--- src/rtl/hhk_loop_sched.sv ---
// Two-requester round-robin loop scheduler: accepts (a, b), counts b cycles
// incrementing a modulo 2048, then presents the result until it is taken.
module hhk_loop_sched (
  input  logic        clk,
  input  logic        rst,
  input  logic        req0_valid,
  input  logic [10:0] req0_a,
  input  logic [10:0] req0_b,
  output logic        req0_ready,
  input  logic        req1_valid,
  input  logic [10:0] req1_a,
  input  logic [10:0] req1_b,
  output logic        req1_ready,
  input  logic        flush,
  output logic        rsp_valid,
  input  logic        rsp_ready,
  output logic        rsp_id,
  output logic [10:0] rsp_res,
  output logic        rsp_ovf,
  output logic        busy,
  output logic [10:0] cnt
);

  // Handshake: a transfer happens on a rising edge where valid and ready are
  // both 1; ready never depends on the same-side valid of the other channel's
  // acceptance, and the response stays frozen while rsp_valid=1 and rsp_ready=0.

  typedef enum logic [1:0] {IDLE = 2'd0, RUN = 2'd1, DONE = 2'd2} state_t;

  state_t      state;
  state_t      state_next;
  logic [10:0] res;
  logic        id;
  logic        ovf;
  logic        last_grant;
  logic        grant0;
  logic        grant1;
  logic        accept0;
  logic        accept1;

  // Tie goes to whichever requester was not served last.
  always_comb begin
    grant0 = req0_valid && (!req1_valid || last_grant);
    grant1 = req1_valid && (!req0_valid || !last_grant);
  end

  assign req0_ready = (state == IDLE) && !rst && !flush && grant0;
  assign req1_ready = (state == IDLE) && !rst && !flush && grant1;
  assign accept0    = req0_valid && req0_ready;
  assign accept1    = req1_valid && req1_ready;

  assign rsp_valid = (state == DONE);
  assign busy      = (state != IDLE);
  assign rsp_res   = res;
  assign rsp_ovf   = ovf;
  assign rsp_id    = id;

  always_ff @(posedge clk or posedge rst) begin
    if (rst) state <= IDLE;
    else     state <= state_next;
  end

  always_comb begin
    state_next = state;
    case (state)
      IDLE:    if (accept0 || accept1) state_next = RUN;
      RUN:     if (cnt == 11'd0) state_next = DONE;
      DONE:    if (rsp_ready) state_next = IDLE;
      default: state_next = IDLE;
    endcase
    if (flush) state_next = IDLE;
  end

  // Flush only resets the FSM; the datapath registers keep their values.
  always_ff @(posedge clk or posedge rst) begin
    if (rst) begin
      res        <= 11'd0;
      cnt        <= 11'd0;
      id         <= 1'b0;
      ovf        <= 1'b0;
      last_grant <= 1'b1;
    end else if (!flush) begin
      if (accept0) begin
        res        <= req0_a;
        cnt        <= req0_b;
        id         <= 1'b0;
        ovf        <= 1'b0;
        last_grant <= 1'b0;
      end else if (accept1) begin
        res        <= req1_a;
        cnt        <= req1_b;
        id         <= 1'b1;
        ovf        <= 1'b0;
        last_grant <= 1'b1;
      end else if (state == RUN && cnt != 11'd0) begin
        cnt <= cnt - 11'd1;
        res <= res + 11'd1;
        if (res == 11'd2047) ovf <= 1'b1;
      end
    end
  end

endmodule

--- config.mk ---
export PLATFORM = sky130hd
export DESIGN_NAME = hhk_loop_sched
export DESIGN_NICKNAME = d
export VERILOG_FILES = /design/src/rtl/hhk_loop_sched.sv
export SDC_FILE = /design/constraint.sdc
export NUM_CORES = 1
export LEC_CHECK = 0
export CAP_MARGIN = 0
export CORE_MARGIN = 8
export CORE_UTILIZATION = 45
export DETAILED_ROUTE_END_ITERATION = 16
export HOLD_SLACK_MARGIN = 0.03
export PLACE_DENSITY = 0.81
export SETUP_SLACK_MARGIN = 0.1
export SKIP_LAST_GASP = 1
export SLEW_MARGIN = 30
export SYNTH_ARGS = -nofsm -noshare
export SYNTH_HDL_FRONTEND = slang
export SYNTH_SLANG_ARGS = --single-unit
--- constraint.sdc ---
create_clock -name clk -period 3.2 [get_ports clk]
set_input_delay 0.96 -clock clk [delete_from_list [all_inputs] [get_ports clk]]
set_output_delay 0.96 -clock clk [all_outputs]
set_load 0.05 [all_outputs]
Word-level counts from Yosys, hierarchy flattened --
Index checks and enable logic that the tools add are counted.
Word-level totals: input port bits 50, bits in registers 27, output and inout bits 28
Cells by class: eq/ne operators 6, bitwise logic cells 1, reduce and logical (&&, ||, !) cells 28, add/sub/neg operators 2, multiplexer cells 17
Operators by type and width (count):
- two-way mux 11 bit | 6
- adder 11 x 1 -> 11 bit (second input constant) | 1
- == test 11 bit (second input constant) | 1
- logical NOT 11 bit | 1
- nonzero test 11 bit | 1
- subtractor 11 x 1 -> 11 bit (second input constant) | 1
- logical AND 1 bit | 9
- two-way mux 2 bit | 4
- two-way mux 1 bit | 6
- inequality test 3 x 2 -> 1 bit (second input constant) | 2
- case mux 2 bit (3 select lines) | 1
- AND reduction 3 bit | 2
- nonzero test 3 bit | 2
- logical NOT 1 bit | 5
- AND reduction 2 bit | 2
- nonzero test 2 bit | 2
- logical OR 1 bit | 3
- inequality test 3 bit (second input constant) | 1
- == test 2 x 1 -> 1 bit (second input constant) | 1
- == test 2 bit (second input constant) | 1
- logical NOT 2 bit | 1
- inverter 1 bit | 1

Longest topological paths before layout --
Gate-level depths: netlist of the first run.
depth after elaboration 9, gate-level depth with buffers 11, depth with buffers taken out 8

Least setup slack after synthesis of the first run --
No wires, ideal clock.
kind input to output, start input flush, end output req0_ready, path slack -0.096 ns, data arrival time 2.336 ns, stages on the path 3, buffers on the path 1, cell sequence or4_1 -> buf_2 -> nor2_1
On the way: word-level cells in the longest chain between the ends 3
Ends and longest elaborated chain:
- start, declared | line 14 | input logic flush,
- logical NOT 1 bit
- logical AND 1 bit (2 in a row) | line 47 | assign req0_ready = (state == IDLE) && !rst && !flush && grant0;
- end, declared | line 9 | output logic req0_ready,
Every way passes these cells.

Worst setup path in the final report of the first run --
start input req1_valid, end output req0_ready
On the way: word-level cells in the longest chain between the ends 4
Ends and longest elaborated chain:
- start, declared | line 10 | input logic req1_valid,
- logical NOT 1 bit | line 43 | grant0 = req0_valid && (!req1_valid || last_grant);
- logical OR 1 bit | line 43
- logical AND 1 bit | line 43
- logical AND 1 bit | line 47
Every way passes these cells.

==> results of run 1 <==
per-layer routing:
layer,routed length (um),GRT usage [%]
met1,3360,26.6
met3,628,4.49
met2,3810,35.4
met4,104,8.16
met5,0,0
synth_stat cells, drive strengths merged:
cell type / n
clkbuf: 12
ha: 2
nand4: 3
nand2b: 1
nor3b: 1
a211oi: 14
dfrtp: 26
nor3: 13
nor2: 16
or4b: 2
a21oi: 33
or2: 4
dfstp: 1
a41oi: 1
a211o: 8
or3: 1
o41ai: 1
o21bai: 1
o31ai: 6
o22ai: 3
a21boi: 1
o31a: 1
nor2b: 3
xnor2: 2
o211ai: 3
a22o: 3
inv: 18
buf: 6
and2: 1
o22a: 1
a31oi: 3
nor4: 2
o2bb2ai: 7
a21o: 3
o21ai: 29
nand2: 17
nand3: 3
mux2: 1
or4: 2
o21a: 2
o2bb2a: 1
xor2: 2
sequential cells by signal, summed over array words and instances (netlist names):
| register | flops |
|---|---|
| rsp_id | 1 |
| rsp_ovf | 1 |
| state | 2 |
| cnt | 11 |
| rsp_res | 11 |
| last_grant | 1 |
cells by family after synthesis:
kind of cell    Yosys count  synth area share, %
simple gates             69                 16.9
mux                       1                0.546
flops                    27                 32.8
xor+xnor                  4                 1.70
compound gates          121                 38.7
fa+ha+maj                 2                 1.21
buf+inv                  36                 8.19
worst paths after layout:
| path | endpoint | from | depth (start not counted) | slack, ns |
|---|---|---|---|---|
| max in group asynchronous | last_grant | rst | 4 | 1.86 |
| hold / removal | rsp_id | rsp_id | 2 | 0.51 |
| hold reg to reg | rsp_id | rsp_id | 2 | 0.51 |
| min in group asynchronous | state[1] | rst | 4 | 1.03 |
| setup / recovery | req0_ready | req1_valid | 5 | 0.18 |
| setup reg to reg | cnt[1] | cnt[0] | 6 | 0.47 |
tightest hold or removal path, stage by stage (launching register included):
cell	delay [ns]
dfrtp_1	0.37
nand2_1	0.05
nand2_1	0.06
cell type report:
type,count,area [um2],share of cell area (%)
clock buffers,3,41.3,1.36
clock inverters,1,7.51,0.247
flip-flops and latches,27,677,22.3
repair buffers,98,937,30.8
inverters,18,67.6,2.22
multi-input cells,197,1240,40.9
well taps,52,65.1,2.14
through the flow:
| stage | total power [mW] | instances | util (%) | setup TNS [ns] | area, um2 |
|---|---|---|---|---|---|
| after floorplan | 1.43 | 260 | - | 0 | 2070 |
| after global placement | 1.87 | 392 | 67.8 | -0.0591 | 2970 |
| after detailed placement | 1.90 | 392 | 67.8 | -0.0699 | 2970 |
| after CTS | 2.12 | 396 | 69.3 | 0 | 3040 |
| after global routing | 2.22 | 396 | 69.3 | 0 | 3040 |
| final | 2.13 | 396 | 69.3 | 0 | 3040 |
power by group through the flow:
stage / clock [mW] / sequential (mW) / combinational, mW
finish: 0.209 / 0.661 / 1.26
global route: 0.220 / 0.678 / 1.33
CTS: 0.210 / 0.653 / 1.26
detailed placement: 0 / 0.655 / 1.25
global placement: 0 / 0.649 / 1.22
floorplan: 0 / 1.02 / 0.413
repair_timing:
action,4_1_cts,5_1_grt
gates resized for setup,8,1
setup endpoints to repair,2,1
pin swaps,3,0
==> flow_summary.yaml, run 1 <==
clock_tree:
  cts-htree-levels: 1
  cts_setup_buffers: 0
  clk_transition_reported_paths_ns: 0.10
  worst_skew_pair.late_latency_ns: 0.28
  clk_sink_count: 27
  cts_hold_buf: 0
  cts_buffers: 3
  cts-root-to-sink-buffers: 2
  cts_tree: "yes"
  cts_root_buffer: "clkbuf_8"
setup_path:
  cp_max_fo: 4
  cp_max_stage_cell: "clkdlybuf4s50_1"
  timing.critical_path.cells: "clkdlybuf4s50_1 -> inv_1 -> o21ai_1 -> nor2_4 -> buf_6"
  timing.critical_path.buf_inv: 3
  nature_of_the_critical_path_startpoint: "input pin"
  worst_ep_arrival_time_ns: 2.06
  critPathRequiredTime_ns: 2.24
  critical_path.top_delay_family: "buffers and inverters"
  timing.critical_path.to_type: "output port"
  slowest_stage_delay_on_critical_path_ns: 0.52
  path_class: "input pin to output port"
sta:
  timing.clock.skew_ns: 0.00682
  worst_hold_slack_ns: 0.508
  fmax_ghz: 0.331
  final_worst_setup_slack_ns: 0.176
  period_needed_ns: 3.02
  rsz_0062_raised_after_global_routing: "false"
  setup_viol: 0
  worst_slew_pin_slew_ns: 0.948
  timing.final.hold_violations: 0
  timing_max_transition_violations_final: 0
  worst_slew_margin_rel_pct: 36.4
  period_share_pct: 94.5
grt:
  first_global_vias: 2502
  grt_antenna_before_repair: 0
  grt_util_all_layers_pct: 21.5
  grt_pass1_wl_um: 12700
  globalRoute.totalOverflow: 0
  grt_max_degree: 28
detailed_routing:
  routed_wirelength_um: 7900
  final_routed_drc_violation_total: 0
  routed-via-count: 2469
  drt_first_iter_violations: 324
  routed_wire_length_per_instance_um: 20.0
  first_pass_detailed_route_iteration_total: 5
  vias_per_cell: 6.23
  ant_nets: 0
finish:
  post_layout_nets: 397
  num-fill-cells: 369
  mostFrequentLayoutCells: "clkdlybuf4s50_1 (73), a21oi_1 (32), o21ai_0 (27)"
  final_layout_size_suffix_gt1_share_pct: 13.4
  layout.cells.most_common: "clkdlybuf4s50_1"
  n_antenna_cell: 0
  area.growth.synth_to_final_pct: 47.3
yosys:
  synthDominantCellAreaShare_pct: 31.5
  netlist_instances: 260
  post_syn_area_per_cell_um2: 7.94
  postSynthRegisterBits: 27
  synth_seq_area_share_pct: 32.8
  netlist_top_cells_area: "dfrtp_1 (32%), a21oi_1 (7.8%), o21ai_0 (6.8%), a211oi_1 (5.1%), a211o_1 (3.4%)"
  cell_accounting_for_the_most_synthesized_area: "dfrtp_1"
  synth_nets: 312
  syn-cell-area_um2: 2060
  total_of_warnings_raised_by_yosys: 0
  netlist-cell-type-count: 54
power_and_ir_drop:
  power.share.combinational_pct: 59.1
  irDropWorstVdd_mv: 0.466
  cellLeakagePower_nw: 1.20
  clockPowerShare_pct: 9.8
  internal_power_mw: 1.03
  power.share.switching_pct: 51.5
  p_sw_mw: 1.10
  seq_power_share_pct: 31.0
  power_density_nw_per_um2: 700
hold_path:
  hp-class: "register to register"
placed_design:
  pre_cts_ws_ns: -0.0699
  routabilityCongestion: 0.838
  dp_hpwl_um: 5790
  port_buffers: 77
floorplanning:
  die_height_um: 83.7
  initial_core_util_pct: 47.1
  die_area_um2: 7010
  i_o_pins: 78
  die_width_um: 83.7
  core.rowCount: 24
  coreArea_um2: 4380
outcome:
  result_of_the_run: "finished clean"
flow_run:
  drv_cap: 0
No activity file was read; power rests on OpenSTA's default activity.
==> run 2, diff against run 1 <==
==> constraint.sdc (replaced) <==
create_clock -name clk -period 3.2 [get_ports clk]
set_input_delay 0.96 -clock clk [delete_from_list [all_inputs] [get_ports clk]]
set_output_delay 0.96 -clock clk [all_outputs]
set_load 0.1 [all_outputs]
==> flow_summary.yaml, run 2 (synthesized netlist as in run 1, its figures left out) <==
outcome:
  result_of_the_run: "finished clean"
setup_path:
  timing.critical_path.cells: "clkdlybuf4s50_1 -> inv_1 -> o21ai_2 -> buf_4 -> nor2_4 -> buf_12"
  worst_ep_arrival_time_ns: 2.10
  critical_path.top_delay_family: "buffers and inverters"
  timing.critical_path.buf_inv: 4
  cp_max_fo: 5
  slowest_stage_delay_on_critical_path_ns: 0.47
  cp_max_stage_cell: "clkdlybuf4s50_1"
  timing.critical_path.to_type: "output port"
  path_class: "input pin to output port"
  critPathRequiredTime_ns: 2.24
  nature_of_the_critical_path_startpoint: "input pin"
placed_design:
  pre_cts_ws_ns: -0.0751
  port_buffers: 77
  dp_hpwl_um: 5520
  routabilityCongestion: 0.927
  place_area_um2: 2940
clock_tree:
  cts_root_buffer: "clkbuf_8"
  clk_transition_reported_paths_ns: 0.11
  cts-root-to-sink-buffers: 2
  cts_buffers: 3
  clk_sink_count: 27
  cts-htree-levels: 1
  worst_skew_pair.late_latency_ns: 0.29
  cts_tree: "yes"
detailed_routing:
  routed_wire_length_per_instance_um: 19.1
  final_routed_drc_violation_total: 0
  ant_nets: 0
  vias_per_cell: 6.14
  routed-via-count: 2437
  drt_first_iter_violations: 195
  routed_wirelength_um: 7590
  first_pass_detailed_route_iteration_total: 5
floorplanning:
  i_o_pins: 78
  initial_core_util_pct: 47.1
  coreArea_um2: 4380
  die_width_um: 83.7
  die_height_um: 83.7
  core.rowCount: 24
  die_area_um2: 7010
power_and_ir_drop:
  power_density_nw_per_um2: 848
  cellLeakagePower_nw: 1.24
  irDropWorstVdd_mv: 1.08
finish:
  num-fill-cells: 370
  post-route-cell-area_um2: 3020
  area.growth.synth_to_final_pct: 46.3
  n_antenna_cell: 0
  final_layout_size_suffix_gt1_share_pct: 22.0
  post_layout_nets: 398
  mostFrequentLayoutCells: "buf_4 (47), clkdlybuf4s50_1 (46), a21oi_1 (32)"
  layout.cells.most_common: "buf_4"
sta:
  worst_slew_margin_rel_pct: 42.4
  period_needed_ns: 3.06
  timing_max_transition_violations_final: 0
  setup_viol: 0
  period_share_pct: 95.5
  fmax_ghz: 0.327
  worst_slew_pin_slew_ns: 0.859
  rsz_0062_raised_after_global_routing: "true"
  timing.final.hold_violations: 0
  worst_hold_slack_ns: 0.488
  timing.clock.skew_ns: 0.00293
  final_worst_setup_slack_ns: 0.143
grt:
  grt_pass1_wl_um: 12600
  first_global_vias: 2482
  grt_antenna_before_repair: 0
  globalRoute.totalOverflow: 0
  grt_util_all_layers_pct: 21.6
  grt_max_degree: 28
flow_run:
  drv_cap: 0
hold_path:
  hp-class: "register to register"
-- run 2: repair_timing --
| item | 4_1_cts | 5_1_grt |
|---|---|---|
| setup buffers | 1 | 0 |
| pin swaps | 4 | 0 |
| gates resized for setup | 7 | 3 |
| setup endpoints to repair | 2 | 2 |
| hold buffers | 0 | 0 |
-- run 2: path summary, 6_finish.rpt --
kind                       startpoint    endpoint  slack, ns  cells past startpoint
max                        req1_valid  req0_ready       0.14                      6
min                            rsp_id      rsp_id       0.49                      2
max reg2reg                    cnt[0]      cnt[1]       0.57                      6
min reg2reg                    rsp_id      rsp_id       0.49                      2
max in group asynchronous         rst  last_grant       1.85                      4
min in group asynchronous         rst    state[1]       1.02                      4
-- run 2: cell type report --
cell class              count  area, um2  share of cell area [%]
clock buffers               3       41.3                    1.37
well taps                  52       65.1                    2.15
repair buffers             99        903                    29.9
multi-input cells         197       1250                    41.5
clock inverters             1       7.51                   0.249
inverters                  18       71.3                    2.36
flip-flops and latches     27        677                    22.4
-- run 2: power breakdown --
part | leakage (nW) | internal, mW | total, mW | switching [mW]
Clock | 0.0217 | 0.0891 | 0.216 | 0.127
Combinational | 0.907 | 0.439 | 1.69 | 1.25
Sequential | 0.307 | 0.467 | 0.656 | 0.188
-- run 2: worst register-to-register path, stage by stage, from the launching register on --
cell,delay [ns]
dfrtp_1,0.45
inv_1,0.08
ha_1,0.18
or4b_1,0.59
o31ai_2,0.80
o21ai_0,0.17
a22o_2,0.26
-- run 2: layer usage --
metal | vias up | routed length, um | global-route usage [%]
met5 | - | 0 | 0
met4 | 0 | 128 | 8.01
met3 | 14 | 747 | 5.57
met2 | 138 | 3400 | 33.0
met1 | 1148 | 3320 | 28.3
li1 | 1137 | - | -
-- run 2: metrics by stage --
stage                     instances  TNS (ns)  utilization (%)  power [mW]
after detailed placement        392    -0.126             67.1        2.34
after global routing            397         0             68.9        2.69
after floorplan                 260         0                -        1.90
after CTS                       397         0             68.6        2.56
after global placement          392    -0.123             67.1        2.32
final                           397         0             68.9        2.56
==> run 3, diff against run 2 <==
==> constraint.sdc (replaced) <==
create_clock -name clk -period 3.5 [get_ports clk]
set_input_delay 1.05 -clock clk [delete_from_list [all_inputs] [get_ports clk]]
set_output_delay 1.05 -clock clk [all_outputs]
set_load 0.1 [all_outputs]
==> flow_summary.yaml, run 3 (synthesized netlist as in run 1, its figures left out) <==
placed_design:
  placedCellCount: 389
  dp_hpwl_um: 5600
  routabilityCongestion: 0.898
  pre_cts_ws_ns: 0.0436
  place_area_um2: 2910
  port_buffers: 77
sta:
  timing.final.hold_violations: 0
  final_worst_setup_slack_ns: 0.143
  fmax_ghz: 0.298
  setup_viol: 0
  rsz_0062_raised_after_global_routing: "false"
  period_share_pct: 95.9
  timing.clock.skew_ns: 0.0114
  timing_max_transition_violations_final: 0
  worst_slew_margin_rel_pct: 34.9
  period_needed_ns: 3.36
  worst_slew_pin_slew_ns: 0.971
  final_setup_tns_ns: 0
clock_tree:
  cts_root_buffer: "clkbuf_8"
  cts-htree-levels: 1
  clk_sink_count: 27
  cts_buffers: 3
  worst_skew_pair.late_latency_ns: 0.29
  cts-root-to-sink-buffers: 2
  cts_tree: "yes"
  cts_hold_buf: 0
  clk_transition_reported_paths_ns: 0.11
finish:
  area.growth.synth_to_final_pct: 44.5
  num-fill-cells: 371
  final_layout_size_suffix_gt1_share_pct: 20.8
  layout.cells.most_common: "clkdlybuf4s50_1"
  mostFrequentLayoutCells: "clkdlybuf4s50_1 (47), buf_4 (44), a21oi_1 (32)"
  post-route-cell-area_um2: 2980
  finalNonFillerCells: 394
  post_layout_nets: 395
  n_antenna_cell: 0
setup_path:
  reg2reg_from: "cnt[0]"
  timing.critical_path.buf_inv: 4
  nature_of_the_critical_path_startpoint: "input pin"
  path_class: "input pin to output port"
  cp_max_stage_cell: "clkdlybuf4s50_1"
  worst-r2r-cell-count: 6
  critical_path.top_delay_family: "buffers and inverters"
  timing.critical_path.to_type: "output port"
  critical_path.reg2reg.endpoint: "cnt[0]"
  ff2ff_setup_slack_ns: 0.74
  slowest_stage_delay_on_critical_path_ns: 0.51
  cp_max_fo: 5
  timing.critical_path.cells: "clkdlybuf4s50_1 -> inv_1 -> o21ai_0 -> buf_4 -> nor2_4 -> buf_12"
  critPathRequiredTime_ns: 2.45
  worst_ep_arrival_time_ns: 2.31
floorplanning:
  die_width_um: 83.7
  coreArea_um2: 4380
  initial_core_util_pct: 47.1
  die_area_um2: 7010
  i_o_pins: 78
  core.rowCount: 24
  die_height_um: 83.7
flow_run:
  drv_cap: 0
grt:
  first_global_vias: 2405
  grt_max_degree: 28
  grt_pass1_wl_um: 12600
  grt_antenna_before_repair: 0
  grt_util_all_layers_pct: 21.2
  globalRoute.totalOverflow: 0
hold_path:
  hp-class: "register to register"
  hold_path.startpoint: "rsp_id"
  endpoint_of_the_worst_hold_timing_path: "rsp_id"
  min_path_cells: 2
detailed_routing:
  drt_first_iter_violations: 310
  routed-via-count: 2481
  vias_per_cell: 6.30
  routed_wire_length_per_instance_um: 19.6
  first_pass_detailed_route_iteration_total: 5
  routed_wirelength_um: 7740
  ant_nets: 0
  final_routed_drc_violation_total: 0
outcome:
  result_of_the_run: "finished clean"
power_and_ir_drop:
  irDropWorstVdd_mv: 0.486
  power_density_nw_per_um2: 783
  cellLeakagePower_nw: 1.21
run 3: power by group:
group	internal, mW	leakage [nW]	total [mW]	switching, mW
registers	0.427	0.307	0.603	0.176
clock network	0.0813	0.0217	0.196	0.115
logic	0.391	0.885	1.53	1.14
run 3: layer usage:
layer  vias up  wire (um)  global-route usage [%]  share of wire, %
met2       141       3590                    34.8                46
li1       1131          -                       -                 -
met4         0        116                    3.92               1.5
met3        17        643                    3.81               8.3
met5         -          0                       0                 0
met1      1192       3380                    28.2                44
run 3: timing repair:
| action | in CTS | in global routing |
|---|---|---|
| resized for setup | 4 | 3 |
| pin swaps | 3 | 1 |
| endpoints found under the setup margin | 2 | 2 |
| setup buffers | 0 | 1 |
run 3: worst max-delay path by stage:
stage	start	end	slack, ns	cells past startpoint
after detailed placement	flush	req0_ready	0.04	4
final	req1_valid	req0_ready	0.14	6
after CTS	flush	req0_ready	0.11	4
after floorplan	flush	req0_ready	0.22	3
after global routing	req1_valid	req0_ready	0.11	6
after global placement	flush	req0_ready	0.04	4
run 3: per-stage QoR:
| step | util, % | power, mW | hold WS (ns) |
|---|---|---|---|
| 2_1_floorplan | - | 1.74 | 0.628 |
| 3_3_place_gp | 66.3 | 2.11 | 0.467 |
| 3_5_place_dp | 66.3 | 2.13 | 0.476 |
| 4_1_cts | 67.7 | 2.32 | 0.501 |
| 5_1_grt | 68.0 | 2.44 | 0.572 |
| 6_report | 68.0 | 2.33 | 0.496 |
run 3: area by class of cell:
type | instances | area, um2 | area share (%)
inverters | 18 | 71.3 | 2.39
well taps | 52 | 65.1 | 2.18
repair buffers | 96 | 873 | 29.3
clock inverters | 1 | 7.51 | 0.252
clock buffers | 3 | 41.3 | 1.38
flip-flops and latches | 27 | 677 | 22.7
multi-input cells | 197 | 1250 | 41.8
run 3: worst reg2reg max path, stage by stage (launching register included):
cell	delay (ns)
dfrtp_1	0.45
inv_1	0.08
ha_1	0.18
or4b_1	0.60
o31ai_2	0.89
o21ai_0	0.21
a22o_1	0.25
